--- config.mk ---
export PLATFORM = sky130hd
export DESIGN_NAME = shared_bus_sequencer
export DESIGN_NICKNAME = d
export VERILOG_FILES = /design/src/rtl/shared_bus_sequencer.sv
export SDC_FILE = /design/constraint.sdc
export NUM_CORES = 1
export LEC_CHECK = 0
export CORE_MARGIN = 2
export CORE_UTILIZATION = 43
export DETAILED_ROUTE_END_ITERATION = 10
export GPL_TIMING_DRIVEN = 0
export MAX_ROUTING_LAYER = met4
export PLACE_DENSITY_LB_ADDON = 0.3
export SYNTH_ARGS = -nofsm -noshare
export SYNTH_HDL_FRONTEND = slang
export SYNTH_SLANG_ARGS = --single-unit
--- constraint.sdc ---
create_clock -name CLK_6M -period 1.5 [get_ports CLK_6M]
set_input_delay 0.375 -clock CLK_6M [delete_from_list [all_inputs] [get_ports CLK_6M]]
set_output_delay 0.375 -clock CLK_6M [all_outputs]
set_load 0.02 [all_outputs]
--- src/rtl/shared_bus_sequencer.sv ---
// Time-slot generator and access controller for the master/slave shared RAM bus.
// A 4-phase frame alternates slave and master slots; each CPU runs a request FSM that lands in its slot.
module shared_bus_sequencer #(
    parameter bit STEAL = 1'b0
) (
    input  logic CLK_6M,
    input  logic nRST,
    input  logic m_req,
    input  logic m_rnw,
    input  logic s_req,
    input  logic s_rnw,
    output logic CLK_1H,
    output logic CLK_2H,
    output logic CLK_S2H,
    output logic nMBUFEN,
    output logic nMLTH0,
    output logic nMLTH1,
    output logic nSBUFEN,
    output logic nSLTH0,
    output logic nSLTH1,
    output logic m_ack,
    output logic s_ack,
    output logic m_wait,
    output logic s_wait
);
    typedef enum logic [2:0] {
        ST_IDLE,
        ST_PEND,
        ST_GRANT,
        ST_ACCESS,
        ST_DONE
    } cpu_state_t;

    logic [1:0] r_ph;
    cpu_state_t r_m_st, r_s_st;
    logic       r_m_rnw, r_s_rnw;
    logic       r_m_req_d, r_s_req_d;
    logic       r_1h, r_2h, r_s2h;
    logic       r_mbufen_n, r_mlth0_n, r_mlth1_n;
    logic       r_sbufen_n, r_slth0_n, r_slth1_n;
    logic       r_m_ack, r_s_ack, r_m_wait, r_s_wait;

    logic [1:0] w_ph_nxt;
    cpu_state_t w_m_st_nxt, w_s_st_nxt;
    logic       w_m_rise, w_s_rise, w_m_eff, w_s_eff;
    logic       w_m_grant, w_s_grant;
    logic       w_m_rnw_nxt, w_s_rnw_nxt;
    logic       w_2h_nxt, w_s2h_nxt;

    function automatic cpu_state_t f_next(input cpu_state_t st, input logic rise,
                                          input logic grant, input logic req);
        cpu_state_t nxt;
        nxt = st;
        case (st)
            ST_IDLE:   if (grant) nxt = ST_GRANT; else if (rise) nxt = ST_PEND;
            ST_PEND:   if (grant) nxt = ST_GRANT;
            ST_GRANT:  nxt = ST_ACCESS;
            ST_ACCESS: nxt = ST_DONE;
            ST_DONE:   if (!req) nxt = ST_IDLE;
            default:   nxt = ST_IDLE;
        endcase
        return nxt;
    endfunction

    always_comb begin
        // NOTE: every signal gets a default before any branch so no latch is inferred.
        w_ph_nxt    = r_ph + 2'd1;
        w_m_rise    = m_req && !r_m_req_d;
        w_s_rise    = s_req && !r_s_req_d;
        // A request arriving on a decision edge competes for that slot immediately.
        w_m_eff     = (r_m_st == ST_PEND) || ((r_m_st == ST_IDLE) && w_m_rise);
        w_s_eff     = (r_s_st == ST_PEND) || ((r_s_st == ST_IDLE) && w_s_rise);
        w_m_grant   = ((w_ph_nxt == 2'b01) && w_m_eff) ||
                      (STEAL && (w_ph_nxt == 2'b11) && w_m_eff && !w_s_eff);
        w_s_grant   = ((w_ph_nxt == 2'b11) && w_s_eff) ||
                      (STEAL && (w_ph_nxt == 2'b01) && w_s_eff && !w_m_eff);
        w_m_rnw_nxt = ((r_m_st == ST_IDLE) && w_m_rise) ? m_rnw : r_m_rnw;
        w_s_rnw_nxt = ((r_s_st == ST_IDLE) && w_s_rise) ? s_rnw : r_s_rnw;
        w_m_st_nxt  = f_next(r_m_st, w_m_rise, w_m_grant, m_req);
        w_s_st_nxt  = f_next(r_s_st, w_s_rise, w_s_grant, s_req);

        // S2H follows the grantee of each decision phase and holds through its access phase.
        w_s2h_nxt = r_s2h;
        if (w_ph_nxt[0]) begin
            if (w_m_grant)      w_s2h_nxt = 1'b1;
            else if (w_s_grant) w_s2h_nxt = 1'b0;
            else                w_s2h_nxt = !w_ph_nxt[1];
        end

        // 2H follows the CPU actually accessing and holds into the following setup phase.
        w_2h_nxt = r_2h;
        if (!w_ph_nxt[0]) begin
            if (w_m_st_nxt == ST_ACCESS)      w_2h_nxt = 1'b1;
            else if (w_s_st_nxt == ST_ACCESS) w_2h_nxt = 1'b0;
            else                              w_2h_nxt = w_ph_nxt[1];
        end
    end

    always_ff @(posedge CLK_6M or negedge nRST) begin
        if (!nRST) begin
            r_ph       <= 2'b11;
            r_m_st     <= ST_IDLE;
            r_s_st     <= ST_IDLE;
            r_m_rnw    <= 1'b1;
            r_s_rnw    <= 1'b1;
            // Treat req as already seen so a req held through reset is not a new request.
            r_m_req_d  <= 1'b1;
            r_s_req_d  <= 1'b1;
            r_1h       <= 1'b1;
            r_2h       <= 1'b1;
            r_s2h      <= 1'b0;
            r_mbufen_n <= 1'b1;
            r_mlth0_n  <= 1'b1;
            r_mlth1_n  <= 1'b1;
            r_sbufen_n <= 1'b1;
            r_slth0_n  <= 1'b1;
            r_slth1_n  <= 1'b1;
            r_m_ack    <= 1'b0;
            r_s_ack    <= 1'b0;
            r_m_wait   <= 1'b0;
            r_s_wait   <= 1'b0;
        end else begin
            // NOTE: state uses non-blocking assignments so every flop samples pre-edge values.
            r_ph       <= w_ph_nxt;
            r_m_st     <= w_m_st_nxt;
            r_s_st     <= w_s_st_nxt;
            r_m_rnw    <= w_m_rnw_nxt;
            r_s_rnw    <= w_s_rnw_nxt;
            r_m_req_d  <= m_req;
            r_s_req_d  <= s_req;
            r_1h       <= w_ph_nxt[0];
            r_2h       <= w_2h_nxt;
            r_s2h      <= w_s2h_nxt;
            r_mbufen_n <= (w_m_st_nxt != ST_ACCESS);
            r_mlth0_n  <= !((w_m_st_nxt == ST_ACCESS) && w_m_rnw_nxt);
            r_mlth1_n  <= !((w_m_st_nxt == ST_GRANT) && !w_m_rnw_nxt);
            r_sbufen_n <= (w_s_st_nxt != ST_ACCESS);
            r_slth0_n  <= !((w_s_st_nxt == ST_ACCESS) && w_s_rnw_nxt);
            r_slth1_n  <= !((w_s_st_nxt == ST_GRANT) && !w_s_rnw_nxt);
            r_m_ack    <= (r_m_st == ST_ACCESS);
            r_s_ack    <= (r_s_st == ST_ACCESS);
            r_m_wait   <= (w_m_st_nxt == ST_PEND) || (w_m_st_nxt == ST_GRANT) ||
                          (w_m_st_nxt == ST_ACCESS);
            r_s_wait   <= (w_s_st_nxt == ST_PEND) || (w_s_st_nxt == ST_GRANT) ||
                          (w_s_st_nxt == ST_ACCESS);
        end
    end

    assign CLK_1H  = r_1h;
    assign CLK_2H  = r_2h;
    assign CLK_S2H = r_s2h;
    assign nMBUFEN = r_mbufen_n;
    assign nMLTH0  = r_mlth0_n;
    assign nMLTH1  = r_mlth1_n;
    assign nSBUFEN = r_sbufen_n;
    assign nSLTH0  = r_slth0_n;
    assign nSLTH1  = r_slth1_n;
    assign m_ack   = r_m_ack;
    assign s_ack   = r_s_ack;
    assign m_wait  = r_m_wait;
    assign s_wait  = r_s_wait;
endmodule

Word-level counts from Yosys, hierarchy flattened
Cells that the tools add are included.
Widths: inputs -> output; s select.

operators by class
  $add $sub $neg = 1
  equal/unequal tests = 18
  multiplexer cells = 16
  reductions and logical operators = 27

operators with widths
  cell                 number
  $pmux 3 s5           2
  $eq 3x2->1 const B   8
  $mux 3               8
  $eq 3x1->1 const B   4
  $logic_and 1x1->1    10
  $logic_not 1->1      9
  $eq 3x3->1 const B   2
  $logic_not 3->1      2
  $logic_or 1x1->1     6
  $mux 1               6
  $ne 3x2->1 const B   2
  $add 2x1->2 const B  1
  $eq 2x1->1 const B   1
  $eq 2x2->1 const B   1

storage, ports and cells
  register bits = 25
  bits of input ports = 6
  output and inout bits = 13

Depth between registers and ports, before layout
  depth in word-level cells = 10
  depth in mapped cells = 5
  mapped depth without buffers = 5

Worst setup path after synthesis
Ideal clock, no wire load.

  kind = register to register
  from = register r_ph[0]
  to = register r_m_st[1]
  arrival = 1.258 ns
  data required time = 1.373 ns
  slack = 0.115 ns
  cell stages (with the launch flop) = 6
  buffers on the path = 0
  cells stage by stage = dfstp_2 -> inv_1 -> ha_1 -> inv_1 -> a2111oi_0 -> or2_2

on the way
  cells in the longest elaborated chain, start to end = 5
  elaborated cells between the ends (all ways) = 6
  those cells by class = add/sub (1); eq/ne (1); mux (3); reduce/logical (1)

RTL lines
  what                              RTL line  RTL
  start: declaration                34        logic [1:0] r_ph;
  start signal: assignment          124       r_ph <= w_ph_nxt;
  $add 2x1->2 (*)                   67        w_ph_nxt = r_ph + 2'd1;
  via w_ph_nxt[0]                   43        logic [1:0] w_ph_nxt;
  $eq 2x1->1 (*)                    73        w_m_grant = ((w_ph_nxt == 2'b01) && w_m_eff) ||
  $logic_and 1x1->1 (*)             73
  $mux 3, on equally long branches  56, 55
  $pmux 3 s5 (*)                    54        case (st)
  via w_m_st_nxt[1]                 44        cpu_state_t w_m_st_nxt, w_s_st_nxt;
  end signal: assignment            125       r_m_st <= w_m_st_nxt;
  end: declaration                  35        cpu_state_t r_m_st, r_s_st;

The timed path passes the listed nets; every way through them passes the cells marked *.
A chain may end at the register's enable or synchronous reset.

Worst setup path in the final report
  from = register r_mlth0_n (netlist: nMLTH0)
  to = output port nMLTH0

RTL lines
  what                      RTL line  RTL
  start: declaration        39        logic r_mbufen_n, r_mlth0_n, r_mlth1_n;
  start signal: assignment  135       r_mlth0_n <= !((w_m_st_nxt == ST_ACCESS) && w_m_rnw_nxt);
  end: declaration          16        output logic nMLTH0,

No word-level cell between the ends.

==> results.yml <==
placement:
  io_buffers: 18
  placed_cells: 124
  place.gp.congestion: 0.738
  dpl.hpwl_um: 1060
clock_network:
  h-tree-depth: 1
  clock_latency_ns: 0.31
  cts_root_buffer: "clkbuf_4"
  clkSinkCount: 24
  cts-buffers-inserted: 3
  cts.path.max_buffers: 2
  clk_pin_slew_ns: 0.13
  cts_tree: "built"
  ctsHoldBuffers: 0
  post-cts-setup-buffer-count: 0
route:
  vias_per_cell: 4.80
  dr.pass1.iters: 4
  ant_nets: 0
  drt_wl_total_um: 1560
  drcViolationCount: 0
  wl_per_cell_um: 12.2
  drt_iter0_markers: 5
  num_vias: 614
synthesis:
  synth_fp_nets: 86
  synth_edf_count: 0
  synth_warnings: 0
  syn_area_um2: 951
  syn_area_per_cell_um2: 12.2
  ys_seq_elements: 24
  syn_inst: 78
  synth_cell_types: 28
  yosysSeqAreaShare_pct: 64.9
  ys_async_sr_fraction_pct: 100
  yosys_most_used_dff: "dfstp_2"
critical_path:
  worstSetupStartpointType: "flop"
  end_kind: "output pin"
  cp_cell_sequence: "clkdlybuf4s15_2"
  critical_path_class: "flop to output pin"
  critPathBufInv: 1
  cpPeakStageDelay_ns: 0.54
  critPathTopFamily: "flip-flops"
  crit_slowest_cell: "dfstp_2"
  worstPathArrival_ns: 1.09
  critPathMaxFanout: 1
  cp.required_ns: 1.12
finish:
  final_common_cell: "dfstp_2"
  diodes: 0
  final_cell_mix: "13 x dfstp_2, 11 x dfrtp_1, 7 x nor2_1"
  utilization_pct: 55.6
  layout.nets: 109
  area_delta_synth_final_pct: 25.5
  drive_gt1_share_pct: 32.0
  fin_cells: 128
  largestRegisters: "r_m_st (3), r_s_st (3), r_ph (2)"
grt:
  met2_usage_pct: 22.1
  grt_max_degree: 25
  grt-busiest-layer: "met2"
  grtUsageMet3_pct: 2.92
  grtUsageMet1_pct: 19.1
  grt_first_pass_wirelength_um: 2720
  grt_overflow: 0
  antenna_found_initial: 0
  grt_pass1_vias: 612
  track_usage_pct: 15.0
sta:
  hold_viol_final: 0
  period_needed_ns: 1.46
  final_max_slew_viol_count: 0
  slew_headroom_pct: 34.2
  grt_setup_unrepaired: "false"
  finalCritPeriodShare_pct: 97.4
  setup_viol: 0
  tightest_slew_ns: 0.984
  max_freq_mhz: 684
  setup_tns_ns: 0
  fin_skew_ns: 0.00806
floorplanning:
  fp.dieW_um: 51.0
  num_rows: 17
  die-height_um: 51.0
  ioPinCount: 19
  initial_core_util_pct: 44.3
  core_area_um2: 2150
  dieArea_um2: 2600
min_path:
  hold_path_class: "input port to flop"
power:
  ir_drop_mv: 0.918
  leakage_uw: 0.000545
  power_density_nw_per_um2: 1760
job:
  drv_cap: 0
run_status:
  status: "complete, no violations"
## area by class of cell
type | count | area, um2
inverters | 6 | 22.5
fillers | 199 | 955
multi-input cells | 46 | 299
repair buffers | 18 | 149
well taps | 28 | 35.0
plain buffers | 2 | 18.8
clock buffers | 3 | 22.5
clock inverters | 1 | 30.0
flip-flops and latches | 24 | 617
## cell families after synthesis
group,Yosys count,share of synthesized area (%)
compound gates,19,14.1
fa+ha+maj,2,2.63
buf+inv,8,4.34
flops,24,64.9
simple gates,25,14.1
## cells in the mapped netlist, types with 2 or more instances
cell / instances / area share, %
o21a_1: 3 / 2.4
dfrtp_1: 11 / 29
inv_1: 6 / 2.4
a21oi_1: 5 / 2.6
dfstp_2: 13 / 36
nand2_1: 6 / 2.4
nand3_1: 3 / 1.6
ha_1: 2 / 2.6
nor3b_1: 2 / 1.6
o21ai_0: 3 / 1.6
nor2_1: 7 / 2.8
## metrics by stage
| stage | setup WS, ns | area, um2 | hold WS [ns] | power (uW) |
|---|---|---|---|---|
| after floorplan | 0.115 | 951 | 0.0794 | 1450 |
| after global placement | -0.290 | 1170 | 0.426 | 1700 |
| after detailed placement | -0.342 | 1170 | 0.428 | 1720 |
| after CTS | 0.00235 | 1210 | 0.459 | 2130 |
| after global routing | 0.00335 | 1190 | 0.232 | 2250 |
| final | 0.0390 | 1190 | 0.254 | 2100 |
## final timing paths
check / start / to / slack (ns) / cells past startpoint
worst min-delay path: s_req / r_s_req_d$_DFF_PN1_ / 0.25 / 1
min in group asynchronous: nRST / m_ack$_DFF_PN0_ / 0.59 / 1
worst max-delay path: nMLTH0$_DFF_PN1_ / nMLTH0 / 0.04 / 1
worst min register to register: r_m_rnw$_DFF_PN1_ / nMLTH0$_DFF_PN1_ / 0.46 / 1
max in group asynchronous: nRST / r_s_st[0]$_DFF_PN0_ / 0.31 / 1
worst max register to register: r_s_st[1]$_DFF_PN0_ / nSLTH1$_DFF_PN1_ / 0.08 / 3
## layer usage
metal | part of all wire (%) | wire length [um]
met5 | 0 | 0
met4 | 1.7 | 26
met3 | 3.5 | 54
met2 | 47 | 739
met1 | 47 | 740
## power by group
| part | leakage, uW | internal [uW] | switching (uW) |
|---|---|---|---|
| Combinational | 0.000244 | 298 | 365 |
| Sequential | 0.000273 | 871 | 117 |
| Clock | 0.0000279 | 270 | 183 |
## repair_timing
item                                    4_1_cts  5_1_grt
gates resized for setup                      32        6
pin swaps                                     0        0
endpoints found under the setup margin       14        7
No activity file was read; power rests on OpenSTA's default activity.
